### src/rtl/lpm_or_serial_ctl.sv
// Serial OR reduction: ORs up to lpm_size lpm_width-bit words arriving on a
// valid/ready stream into one result, reusing a single OR stage over time.
module lpm_or_serial_ctl #(
    parameter int lpm_width  = 1,
    parameter int lpm_size   = 1,
    parameter int lpm_widthc = 8,
    parameter     lpm_type   = "lpm_or_serial_ctl",
    parameter     lpm_hint   = "UNUSED"
) (
    input  logic                  clock,
    input  logic                  sclr,
    input  logic                  start,
    input  logic [lpm_widthc-1:0] count,
    output logic                  busy,
    input  logic [lpm_width-1:0]  data,
    input  logic                  data_valid,
    output logic                  data_ready,
    output logic [lpm_widthc-1:0] word_index,
    output logic [lpm_width-1:0]  result,
    output logic                  result_valid,
    input  logic                  result_ready,
    output logic [1:0]            fsm_state
);

    typedef enum logic [1:0] {
        IDLE  = 2'd0,
        ACCUM = 2'd1,
        DONE  = 2'd2
    } state_t;

    localparam logic [lpm_widthc-1:0] size_c = lpm_widthc'(lpm_size);
    localparam logic [lpm_widthc-1:0] one_c  = lpm_widthc'(1);

    state_t                  state_q, state_d;
    logic [lpm_width-1:0]    acc_q, acc_d;
    logic [lpm_width-1:0]    result_q, result_d;
    logic [lpm_widthc-1:0]   idx_q, idx_d;
    logic [lpm_widthc-1:0]   rem_q, rem_d;
    logic [lpm_widthc-1:0]   count_clamped;

    assign count_clamped = (count > size_c) ? size_c : count;

    always_ff @(posedge clock) begin
        if (sclr) begin
            state_q  <= IDLE;
            acc_q    <= '0;
            result_q <= '0;
            idx_q    <= '0;
            rem_q    <= '0;
        end else begin
            state_q  <= state_d;
            acc_q    <= acc_d;
            result_q <= result_d;
            idx_q    <= idx_d;
            rem_q    <= rem_d;
        end
    end

    // Both streams transfer on a clock edge where valid and ready are high
    // together; ready is a pure function of state and never looks at valid.
    always_comb begin
        state_d      = state_q;
        acc_d        = acc_q;
        result_d     = result_q;
        idx_d        = idx_q;
        rem_d        = rem_q;
        busy         = 1'b0;
        data_ready   = 1'b0;
        result_valid = 1'b0;
        unique case (state_q)
            IDLE: begin
                if (start) begin
                    acc_d    = '0;
                    idx_d    = '0;
                    result_d = '0;
                    // Zero words is the OR identity: go straight to DONE with 0.
                    if (count == '0) begin
                        state_d = DONE;
                    end else begin
                        rem_d   = count_clamped;
                        state_d = ACCUM;
                    end
                end
            end
            ACCUM: begin
                busy       = 1'b1;
                data_ready = 1'b1;
                if (data_valid) begin
                    acc_d = acc_q | data;
                    idx_d = idx_q + one_c;
                    rem_d = rem_q - one_c;
                    if (rem_q == one_c) begin
                        result_d = acc_q | data;
                        state_d  = DONE;
                    end
                end
            end
            DONE: begin
                busy         = 1'b1;
                result_valid = 1'b1;
                if (result_ready) begin
                    state_d = IDLE;
                end
            end
            default: state_d = IDLE;
        endcase
    end

    assign result     = result_q;
    assign word_index = idx_q;
    assign fsm_state  = state_q;

endmodule

### config.mk
export PLATFORM = sky130hd
export DESIGN_NAME = lpm_or_serial_ctl
export DESIGN_NICKNAME = d
export VERILOG_FILES = /design/src/rtl/lpm_or_serial_ctl.sv
export SDC_FILE = /design/constraint.sdc
export NUM_CORES = 1
export LEC_CHECK = 0
export CAP_MARGIN = 15
export CORE_ASPECT_RATIO = 0.7
export CORE_MARGIN = 2
export CORE_UTILIZATION = 24
export CTS_BUF_LIST = sky130_fd_sc_hd__clkbuf_8
export DETAILED_ROUTE_END_ITERATION = 8
export PLACE_DENSITY = 0.44
export SLEW_MARGIN = 20
export SYNTH_ARGS = -nofsm -noshare
export SYNTH_HDL_FRONTEND = slang
export SYNTH_SLANG_ARGS = --single-unit
### constraint.sdc
create_clock -name clock -period 4.05 [get_ports clock]
set_clock_uncertainty 0.05 [all_clocks]
set_input_delay 0.405 -clock clock [delete_from_list [all_inputs] [get_ports clock]]
set_output_delay 0.405 -clock clock [all_outputs]
set_load 0.05 [all_outputs]
==> metrics.yaml, run 1 <==
status: "finished clean"
ys.flop_type: "dfxtp_1"
rsz0062_at_grt: "no"
routedWlPerCell_um: 13.4
cts_root_buffer: "clkbuf_8"
synthCells: 128
grt_overflow: 0
dp_hpwl_um: 2100
synth_most_common_cell: "dfxtp_1"
track_usage: 0.118
ys_top_cells_by_area: "dfxtp_1, ha_1, a21oi_1"
crit_chain: "inv_1, ha_1, clkdlybuf4s50_1"
via_count: 1053
nets: 176
p_int_uw: 547
clk_latency_ps: 260
cts.sinks: 20
r2r.worst_path.cells: 6
timing.final.crit_share: 0.598
cts_resized: 0
min_path_cells: 2
cts_setup_buffers: 0
drt-initial-drc-count: 40
p_leak_nw: 0.515
synth_compound_area_frac: 0.182
combPwrFrac: 0.539
syn_area_per_cell_sq_um: 8.67
cp-endpoint: "data_ready"
power_density_nw_per_um2: 671
gp_congestion: 0.734
drc: 0
cts_buffers: 3
critPathTopFamily: "buffers and inverters"
r2r_setup_slack_ps: 1980
synth.top_cells.by_count: "dfxtp_1, a21oi_1, or3_1"
hp-class: "reg2reg"
switchingPower_uw: 450
worst_pin_slew_ps: 505
start_util: 0.252
dieArea_sq_um: 5190
die_h_um: 60.9
grt_max_degree: 20
setup.worst_path.start: "fsm_state[1]$_SDFFE_PP0P_"
cts_hold_buffers: 0
rows: 20
first_pass_iters: 4
path_clk_slew_ps: 80
startpoint_type: "flop"
multi_input_area_sq_um: 666
cts_tree: "yes"
drt_wl_total_um: 2820
path_buf_inv: 2
crit_required_ps: 3600
layout-drive-gt1-share: 0.0774
setup_viol: 0
synth_top_family_by_area: "simple AND/OR/NAND/NOR gates"
ys_seq_elements: 20
area_growth_pct: 33.9
synth-xor-area-share: 0.00789
vias_per_cell: 5.01
cts.path.max_buffers: 2
cpMaxStageDelayCell: "clkdlybuf4s50_1"
hold_viol: 0
n_antenna_cell: 0
final.setup.tns_ps: 0
cp-end-kind: "output port"
first_global_vias: 1014
syn-num-nets: 148
fin_util: 0.338
fmax_mhz: 413
fillCellCount: 474
pin_count: 28
placed_area_sq_um: 1430
synthDominantCellAreaShare: 0.361
async_flop_share: 0
synthAdderAreaFrac: 0.0676
htreeDepth: 1
grt_pass1_wl_um: 4760
antenna_found_initial: 0
power.share.sequential: 0.304
criticalPathCategory: "reg2out"
critPathMaxFanout: 10
cp_data_arrival_time_ps: 1970
slowest_delay_ps: 880
ant_nets: 0
min_period_ps: 2420
rr_startpoint: "fsm_state[1]$_SDFFE_PP0P_"
synth_edf_count: 0
finalMaxSlewViolations: 0
chipWidth_um: 85.3
yosysWarningCount: 0
pwr-share-clk: 0.157
core-area_sq_um: 4400
yosysSeqAreaShare: 0.361
synthSimpleGateAreaFrac: 0.325
maxCapViolations: 0
irDropWorstVdd_mv: 0.346
p_sw_frac: 0.451
final-seq-area_sq_um: 400
final_area_sq_um: 1490
relSlewSlack: 0.662
syn_area_sq_um: 1110
rr_endpoint: "rem_q[7]$_SDFFE_PP0P_"
yosysTopAreaCell: "dfxtp_1"
io_buffers: 27
worst-path-stages: 3
ys_types: 34
synth.mux.area_fraction: 0.0180
-- worst register-to-register path, delay by kind of cell (launching register included) --
family	cells	cell delay (ps)
and+or+nand+nor	3	980
adders and majority gates	1	380
buffers and inverters	1	110
DFF	1	330
AOI/OAI and AO/OA	1	160
-- cells by family (layout without fill, tap and decap cells) --
family,after synthesis,after routing
buffers and inverters,11,38
muxes,2,2
xor gates and xnor gates,1,1
DFF,20,20
and+or+nand+nor,55,55
AOI/OAI and AO/OA,33,33
adders and majority gates,6,6
-- layout make-up --
| class | instances | area share |
|---|---|---|
| multi-input cells | 97 | 0.448 |
| flip-flops and latches | 20 | 0.269 |
| repair buffers | 27 | 0.182 |
| well taps | 55 | 0.0463 |
| clock buffers | 4 | 0.0370 |
| inverters | 7 | 0.0177 |
-- sequential cells by signal, summed over array words and instances, names as in the netlist --
register	cells
rem_q	8
fsm_state	2
result	1
acc_q	1
word_index	8
-- cells in the final DEF (no fill, tap or decap) --
cell,synthesis,routed
clkdlybuf4s50_1,0,27
dfxtp_1,20,20
a21oi_1,13,13
or3_1,8,8
inv_1,7,7
nand2_1,7,7
o21ai_0,7,7
nor2_1,6,6
o31ai_1,6,6
or4_1,6,6
ha_1,6,6
nand2b_1,4,4
nand3_1,4,4
clkbuf_8,0,4
nand3b_1,3,3
or2_2,3,3
nor4_2,2,2
mux2i_1,2,2
nand4_1,2,2
and3_1,2,2
nor3_1,2,2
a22oi_1,2,2
a31oi_1,2,2
nor4_4,1,1
nor2b_1,1,1
a211o_1,1,1
nand4b_1,1,1
nand3_4,1,1
a221oi_2,1,1
o21ai_1,1,1
or4b_1,1,1
and2_1,1,1
xnor2_1,1,1
-- power groups by stage --
stage / combinational (mW) / sequential, mW / clock, mW
4_1_cts: 0.540 / 0.304 / 0.160
5_1_grt: 0.593 / 0.315 / 0.168
3_3_place_gp: 0.532 / 0.307 / 0
6_report: 0.538 / 0.303 / 0.157
2_1_floorplan: 0.383 / 0.330 / 0
3_5_place_dp: 0.537 / 0.308 / 0
-- through the flow --
step / total power, mW / cells / hold WS [ps] / setup WS, ps
4_1_cts: 1.00 / 210 / 441 / 1620
6_report: 0.997 / 210 / 442 / 1630
5_1_grt: 1.08 / 210 / 464 / 1500
2_1_floorplan: 0.713 / 128 / 402 / 1610
3_5_place_dp: 0.845 / 206 / 429 / 1820
3_3_place_gp: 0.839 / 206 / 417 / 1910
-- worst min path at each step --
stage | startpoint | to | slack [ps]
after global routing | rem_q[7]$_SDFFE_PP0P_ | rem_q[7]$_SDFFE_PP0P_ | 460
final | rem_q[7]$_SDFFE_PP0P_ | rem_q[7]$_SDFFE_PP0P_ | 440
after floorplan | rem_q[7]$_SDFFE_PP0P_ | rem_q[7]$_SDFFE_PP0P_ | 400
after global placement | word_index[7]$_SDFFE_PP0P_ | word_index[7]$_SDFFE_PP0P_ | 420
after CTS | word_index[7]$_SDFFE_PP0P_ | word_index[7]$_SDFFE_PP0P_ | 440
after detailed placement | word_index[7]$_SDFFE_PP0P_ | word_index[7]$_SDFFE_PP0P_ | 430
-- layer usage --
layer  vias to the layer above  track usage  share of wire
li1                        533            -              -
met3                         2       0.0395          0.051
met4                         0       0.0204         0.0053
met5                         -            0              0
met1                       487        0.165           0.55
met2                        31        0.180           0.39
Note: power is estimated with default switching activity, not from simulation.
==> inputs of run 2 (changes only) <==
==> constraint.sdc (replaced) <==
create_clock -name clock -period 2.3 [get_ports clock]
set_clock_uncertainty 0.05 [all_clocks]
set_input_delay 0.23 -clock clock [delete_from_list [all_inputs] [get_ports clock]]
set_output_delay 0.23 -clock clock [all_outputs]
set_load 0.05 [all_outputs]
==> run 2 against run 1 <==
  * Count of clock-buffer cells in the layout down 1
  * Non-clock buffer count unchanged
  * Cell count unchanged
  * Register-to-register slack worse by 1700 ps
  * Global-route usage down 0.89 points
  * Sequential power up 77%
  * Via count down 0.47%
  * Worst setup slack worse by 1500 ps
  * Critical path type unchanged
  * Largest power group unchanged
==> metrics.yaml, run 2 (synthesis results as in run 1) <==
status: "finished clean"
p_leak_nw: 0.521  # +1.1%
timing.final.crit_share: 0.927
cts.path.max_buffers: 2  # unchanged
crit_chain: "inv_1, ha_2, clkdlybuf4s50_1"
critPathMaxFanout: 10  # unchanged
vias_per_cell: 4.99  # -0.47%
fin_cells: 210  # unchanged
power.share.sequential: 0.292  # -0.012
rows: 20  # unchanged
drc: 0  # unchanged
dieArea_sq_um: 5190  # unchanged
worst_pin_slew_ps: 500  # -5.10 ps
criticalPathCategory: "reg2out"
cp-end-kind: "output port"
via_count: 1048  # -0.47%
pin_count: 28  # unchanged
fmax_mhz: 469
power_density_nw_per_um2: 1220  # +82%
ant_nets: 0  # unchanged
fillCellCount: 468  # -1.3%
io_buffers: 27  # unchanged
core-area_sq_um: 4400  # unchanged
startpoint_type: "flop"
hold_viol: 0  # unchanged
maxCapViolations: 0  # unchanged
die_h_um: 60.9  # unchanged
drt-initial-drc-count: 69  # +73%
clk_latency_ps: 260  # about the same
dp_hpwl_um: 1930  # -8.1%
setup_ws_ps: 167  # -1460 ps
cp_data_arrival_time_ps: 1850  # -120 ps
cts_setup_buffers: 0  # unchanged
area_growth_pct: 35.6
hp-class: "reg2reg"
p_sw_frac: 0.430  # -0.0218
irDropWorstVdd_mv: 0.919  # +170%
preCtsSetupSlack_ps: 280  # -1540 ps
final_cell_mix: "clkdlybuf4s50_1, dfxtp_1, a21oi_1"
layout_commonest_cell: "clkdlybuf4s50_1"
critPathTopFamily: "buffers and inverters"
pwr-share-clk: 0.195  # +0.038
cts.sinks: 20  # unchanged
cts_buffers: 3  # unchanged
cpMaxStageDelayCell: "clkdlybuf4s50_1"
cts_root_buffer: "clkbuf_8"
grt_overflow: 0  # unchanged
chipWidth_um: 85.3  # unchanged
final-seq-area_sq_um: 400  # unchanged
htreeDepth: 1  # unchanged
rsz0062_at_grt: "no"
path_clk_slew_ps: 80  # about the same
cts_tree: "yes"
switchingPower_uw: 788  # +75%
cts_hold_buffers: 0  # unchanged
final.setup.tns_ps: 0  # unchanged
nets: 176  # unchanged
finalMaxSlewViolations: 0  # unchanged
start_util: 0.252  # unchanged
cts_resized: 0  # unchanged
setup_viol: 0  # unchanged
multi_input_area_sq_um: 668  # +0.38%
relSlewSlack: 0.665  # +0.00341
gp_congestion: 0.749  # +2.1%
drt_wl_total_um: 2590  # -8.4%
placed_cells: 206  # unchanged
track_usage: 0.109  # -0.00894
final_area_sq_um: 1510  # +1.3%
combPwrFrac: 0.513  # -0.026
crit_required_ps: 2020  # -1580 ps
first_global_vias: 992  # -2.2%
path_buf_inv: 2  # unchanged
grt_pass1_wl_um: 4440  # -6.7%
routedWlPerCell_um: 12.3  # -8.4%
layout-drive-gt1-share: 0.0839  # +0.00645
n_antenna_cell: 0  # unchanged
antenna_found_initial: 0  # unchanged
p_int_mw: 1.05  # +91%
min_period_ps: 2130
placed_area_sq_um: 1430  # +0.18%
first_pass_iters: 4  # unchanged
grt_max_degree: 20  # unchanged
slowest_delay_ps: 840  # -40 ps
==> run 2: changes by cell type in the layout (fill, tap and decap cells not counted), sizes merged <==
cell    previous run  this run
bufinv             0         1
clkbuf             4         3
==> run 2: path summary, 6_finish.rpt <==
check | slack [ps] | cells past startpoint | end | from
worst max register to register | 280 | 6 | rem_q[3]$_SDFFE_PP0P_ | fsm_state[0]$_SDFFE_PP0P_
worst min register to register | 440 | 2 | word_index[7]$_SDFFE_PP0P_ | word_index[7]$_SDFFE_PP0P_
worst max-delay path | 170 | 3 | data_ready | fsm_state[1]$_SDFFE_PP0P_
worst min-delay path | 440 | 2 | word_index[7]$_SDFFE_PP0P_ | word_index[7]$_SDFFE_PP0P_
==> run 2: layout make-up <==
class	count	share of cell area
Clock inverter	1	0.0200
Tap cell	55	0.0457
Sequential cell	20	0.266
Inverter	7	0.0175
Timing Repair Buffer	27	0.180
Clock buffer	3	0.0274
Multi-Input combinational cell	97	0.444
==> run 2: tightest hold or removal path, stage by stage (launching register included) <==
cell,delay (ps)
dfxtp_1,320
o21ai_0,70
a21oi_1,60
==> run 2: power groups by stage <==
stage | Combinational (mW) | Clock, mW | Sequential [mW]
2_1_floorplan | 0.678 | 0 | 0.581
3_3_place_gp | 0.933 | 0 | 0.534
3_5_place_dp | 0.939 | 0 | 0.539
4_1_cts | 0.946 | 0.357 | 0.535
5_1_grt | 1.06 | 0.376 | 0.552
6_report | 0.942 | 0.357 | 0.536
==> run 2: metal layers <==
layer / GRT usage / wire length [um]
met1: 0.148 / 1350
met2: 0.170 / 1090
met3: 0.0367 / 143
met4: 0.0249 / 8
met5: 0 / 0
==> run 2: through the flow <==
step                      utilization  hold slack, ps  power (mW)
after floorplan                     -             328        1.26
after global placement          0.326             417        1.47
after detailed placement        0.326             432        1.48
after CTS                       0.342             445        1.84
after global routing            0.342             466        1.98
final                           0.342             443        1.83
